--- config.mk ---
export PLATFORM = sky130hd
export DESIGN_NAME = unidade_controle_rodadas
export DESIGN_NICKNAME = d
export VERILOG_FILES = /design/src/rtl/unidade_controle_rodadas.sv
export SDC_FILE = /design/constraint.sdc
export NUM_CORES = 1
export LEC_CHECK = 0
export ABC_AREA = 1
export CORE_MARGIN = 2
export CORE_UTILIZATION = 40
export CTS_CLUSTER_DIAMETER = 100
export DETAILED_ROUTE_END_ITERATION = 8
export PLACE_DENSITY = 0.61
export SETUP_SLACK_MARGIN = 0.1
export SYNTH_ARGS = -nofsm -noshare
export SYNTH_HDL_FRONTEND = slang
export SYNTH_SLANG_ARGS = --single-unit
--- constraint.sdc ---
create_clock -name clock -period 1.6 [get_ports clock]
set_input_delay 0.4 -clock clock [delete_from_list [all_inputs] [get_ports clock]]
set_output_delay 0.4 -clock clock [all_outputs]
set_load 0.01 [all_outputs]
--- src/rtl/unidade_controle_rodadas.sv ---
// unidade_controle_rodadas: Moore control FSM for the round-based memory game with per-move timeout
module unidade_controle_rodadas #(
  parameter int unsigned TIMEOUT_CICLOS = 5000
) (
  input  logic       clock,
  input  logic       reset,
  input  logic       iniciar,
  input  logic       jogada,
  input  logic       igual,
  input  logic       igual_rodada,
  input  logic       fim_rodadas,
  output logic       zeraC,
  output logic       contaC,
  output logic       zeraE,
  output logic       contaE,
  output logic       zeraR,
  output logic       registraR,
  output logic       ganhou,
  output logic       perdeu,
  output logic       pronto,
  output logic       db_timeout,
  output logic [3:0] db_estado
);
  typedef enum logic [3:0] {
    INICIAL        = 4'h0,
    PREPARACAO     = 4'h1,
    INICIA_RODADA  = 4'h2,
    ESPERA_JOGADA  = 4'h3,
    REGISTRA       = 4'h4,
    COMPARA        = 4'h5,
    PROXIMA_JOGADA = 4'h6,
    PROXIMA_RODADA = 4'h7,
    FIM_ACERTOU    = 4'hA,
    FIM_TIMEOUT    = 4'hD,
    FIM_ERROU      = 4'hE
  } estado_t;
  localparam logic [15:0] LIMITE = 16'(TIMEOUT_CICLOS - 1);
  estado_t     estado_q, estado_d;
  logic [15:0] timer_q, timer_d;
  logic        timeout;
  assign timeout = timer_q == LIMITE;
  // state and move timer registers, asynchronously cleared
  always_ff @(posedge clock or negedge reset) begin
    if (!reset) begin
      estado_q <= INICIAL;
      timer_q  <= '0;
    end else begin
      estado_q <= estado_d;
      timer_q  <= timer_d;
    end
  end
  // next state; the timer only runs while staying in espera_jogada, so every entry restarts it at 0
  always_comb begin
    estado_d = INICIAL;
    case (estado_q)
      INICIAL:        estado_d = iniciar ? PREPARACAO : INICIAL;
      PREPARACAO:     estado_d = INICIA_RODADA;
      INICIA_RODADA:  estado_d = ESPERA_JOGADA;
      ESPERA_JOGADA:  estado_d = jogada ? REGISTRA : timeout ? FIM_TIMEOUT : ESPERA_JOGADA;
      REGISTRA:       estado_d = COMPARA;
      COMPARA:        estado_d = !igual ? FIM_ERROU : !igual_rodada ? PROXIMA_JOGADA :
                                 !fim_rodadas ? PROXIMA_RODADA : FIM_ACERTOU;
      PROXIMA_JOGADA: estado_d = ESPERA_JOGADA;
      PROXIMA_RODADA: estado_d = INICIA_RODADA;
      FIM_ACERTOU:    estado_d = iniciar ? PREPARACAO : FIM_ACERTOU;
      FIM_ERROU:      estado_d = iniciar ? PREPARACAO : FIM_ERROU;
      FIM_TIMEOUT:    estado_d = iniciar ? PREPARACAO : FIM_TIMEOUT;
      default:        estado_d = INICIAL;
    endcase
    timer_d = (estado_q == ESPERA_JOGADA && estado_d == ESPERA_JOGADA) ? timer_q + 16'd1 : '0;
  end
  assign zeraC      = estado_q == PREPARACAO || estado_q == INICIA_RODADA;
  assign contaC     = estado_q == PROXIMA_JOGADA;
  assign zeraE      = estado_q == PREPARACAO;
  assign contaE     = estado_q == PROXIMA_RODADA;
  assign zeraR      = estado_q == PREPARACAO;
  assign registraR  = estado_q == REGISTRA;
  assign ganhou     = estado_q == FIM_ACERTOU;
  assign perdeu     = estado_q == FIM_ERROU || estado_q == FIM_TIMEOUT;
  assign pronto     = ganhou || perdeu;
  assign db_timeout = estado_q == FIM_TIMEOUT;
  assign db_estado  = estado_q;
endmodule

==> impl_metrics.json <==
{
  "gp_routability_congestion": 0.902,
  "clock_latency_ns": 0.31,
  "placed_area_sq_um": 1550,
  "fillers": 236,
  "synth_cells": 169,
  "dp.final_hpwl_um": 2190,
  "post-route-period-util_pct": 108,
  "hp-class": "primary input to async pin",
  "cap_violations": 0,
  "antenna_found_initial": 0,
  "grt_use_met1_pct": 27.5,
  "crit_path_top_delay_cell": "dfrtp_1",
  "gr-usage-met3_pct": 5.19,
  "vias": 1369,
  "row_count": 20,
  "htree_levels": 1,
  "portBuffers": 20,
  "grt_first_pass_wirelength_um": 5620,
  "ctsRootBufferMaster": "clkbuf_4",
  "synth-seq-area-share_pct": 40.3,
  "die_area_sq_um": 3560,
  "grt_usage_pct": 21.1,
  "p_per_area_nw_per_um2": 1190,
  "coreArea_sq_um": 3000,
  "syn_to_final_growth_pct": 61.2,
  "worst_clock_skew_ns": 0.0126,
  "cp_max_fo": 4,
  "diodes": 0,
  "yosysWarningCount": 0,
  "cp_cell_sequence": "inv_2, nand2_4, nor2_2, buf_2",
  "synth_area_sq_um": 1240,
  "final_area_sq_um": 2000,
  "finalWorstSetupSlack_ns": -0.133,
  "synth.area.top_cells": "dfrtp_1 40%, nor2_1 11%, nand2_1 7.0%, inv_1 6.7%, xor2_1 6.4%",
  "synth_cell_types": 24,
  "critPathMaxStageDelay_ns": 0.45,
  "critPathCaptureType": "output port",
  "hold_viol": 0,
  "first_iter_violations": 73,
  "wl_um": 3910,
  "multi_input_area_sq_um": 885,
  "layout.area.seq_sq_um": 505,
  "drc_errors": 0,
  "violations": "negative setup slack",
  "run_status": "finished with violations",
  "cts_buffers": 3,
  "crit_type": "flop to output port",
  "fp.dieH_um": 59.7,
  "synth_area_leader_cell": "dfrtp_1",
  "grt_most_used_layer": "met2",
  "cts_tree": "done",
  "io_pins": 21,
  "cp-start-kind": "flop",
  "fin_nets": 233,
  "grt_max_degree": 21,
  "fin_cells": 257,
  "drive_above_1_share_pct": 50.0,
  "ant_nets": 0,
  "globalRouteOverflowTotal": 0,
  "slew_violations": 0,
  "max-clock-path-buffers": 2,
  "grtUsageMet2_pct": 34.2,
  "cts_sinks": 20,
  "synth_nets": 177,
  "min_period_ns": 1.73,
  "post-place-cells": 231,
  "most-common-layout-cells": "26 x buf_4, 21 x nor2_1, 16 x dfrtp_1, 15 x inv_1, 14 x nand2_1",
  "synth.top_cell.area_share_pct": 40.3,
  "required_ns": 1.20,
  "firstDrtPassIters": 4,
  "grt_pass1_vias": 1246,
  "synth_seq_cells": 20,
  "cp_data_arrival_time_ns": 1.33,
  "worst_slew_pin_slew_ns": 0.345,
  "die_w_um": 59.7,
  "viasPerCell": 5.33,
  "cts.clk_slew.worst_paths_ns": 0.13,
  "clock.fmax_ghz": 0.577,
  "mostFrequentLayoutCell": "buf_4",
  "setup_viol": 10,
  "irDropWorstVdd_mv": 0.763,
  "grt_setup_unrepaired": "true",
  "total_leakage_power_nw": 0.870,
  "wl_per_cell_um": 15.2,
  "relSlewSlack_pct": 76.9,
  "start_util_pct": 41.3,
  "avgSynthCellArea_sq_um": 7.34
}
critical path: cells and delay by family (launching register included):
kind,cells,cell delay (ns)
buffers and inverters,2,0.32
flip-flops,1,0.45
AND/OR/NAND/NOR,2,0.27
cell families (layout without fill, tap and decap cells):
kind of cell | Yosys count | after routing | share of synthesized area (%)
simple gates | 96 | 97 | 36.2
buf+inv | 28 | 82 | 9.48
flops | 20 | 20 | 40.3
compound gates | 15 | 15 | 6.65
xor+xnor | 9 | 9 | 6.35
fa+ha+maj | 1 | 1 | 1.01
final cells by class:
cell class	instances	area share, %
multi-input combinational	122	44.2
sequential	20	25.3
timing repair buffer	52	20.6
inverter	26	5.25
tap	33	2.06
clock inverter	1	1.50
clock buffer	3	1.13
metal layers:
metal / vias to the layer above / wire, um
met5: - / 0
met4: 0 / 123
met3: 10 / 142
met2: 32 / 2050
met1: 671 / 1590
li1: 656 / -
worst paths after layout:
kind | cells past startpoint | to | from | slack (ns)
setup / recovery | 4 | registraR | db_estado[3] | -0.13
hold / removal | 2 | timer_q[14] | reset | 0.41
setup reg to reg | 9 | timer_q[2] | db_estado[3] | 0.02
max in group asynchronous | 2 | db_estado[2] | reset | 0.95
hold reg to reg | 1 | timer_q[0] | timer_q[0] | 0.53
min in group clock | 1 | timer_q[0] | timer_q[0] | 0.53
through the flow:
| stage | utilization (%) | total power [mW] | worst slack, ns | hold WS (ns) | TNS, ns |
|---|---|---|---|---|---|
| after floorplan | - | 1.01 | 0.135 | 0.104 | 0 |
| after global placement | 51.5 | 1.43 | -0.139 | 0.449 | -1.11 |
| after detailed placement | 51.5 | 1.43 | -0.192 | 0.453 | -1.47 |
| after CTS | 55.8 | 2.05 | -0.0941 | 0.412 | -0.628 |
| after global routing | 66.6 | 2.50 | -0.199 | 0.431 | -1.61 |
| final | 66.6 | 2.38 | -0.133 | 0.406 | -0.818 |
flip-flops by register name, indices dropped and copies added, names as in the netlist:
| name | flops |
|---|---|
| db_estado | 4 |
| timer_q | 16 |
what timing repair did:
action	in CTS	in global routing
pin swaps	7	22
cloned	1	0
gates resized for setup	74	61
endpoints found under the setup margin	20	32
hold buffers	0	0
setup buffers	8	13
power breakdown:
part | switching [mW] | leakage (nW) | internal (mW)
registers | 0.0636 | 0.267 | 0.562
clock network | 0.167 | 0.0279 | 0.253
logic | 0.709 | 0.575 | 0.626
total | 0.940 | 0.870 | 1.44
synth_stat cells:
master     instances
nand3_2            1
inv_1             22
ha_1               1
clkinv_2           1
nor3_1            10
nor2_1            35
nand4_1            5
o21ai_0            6
a21oi_1            5
nand3b_1           2
nand2_1           23
inv_2              3
nor2_4             1
dfrtp_1           20
nand2_2            2
xor2_1             9
nand2_4            1
nor3_2             1
a31oi_1            3
o2111ai_1          1
nor2_2             4
buf_6              1
nand3_1           11
buf_4              1
(Power assumes the default switching activity.)
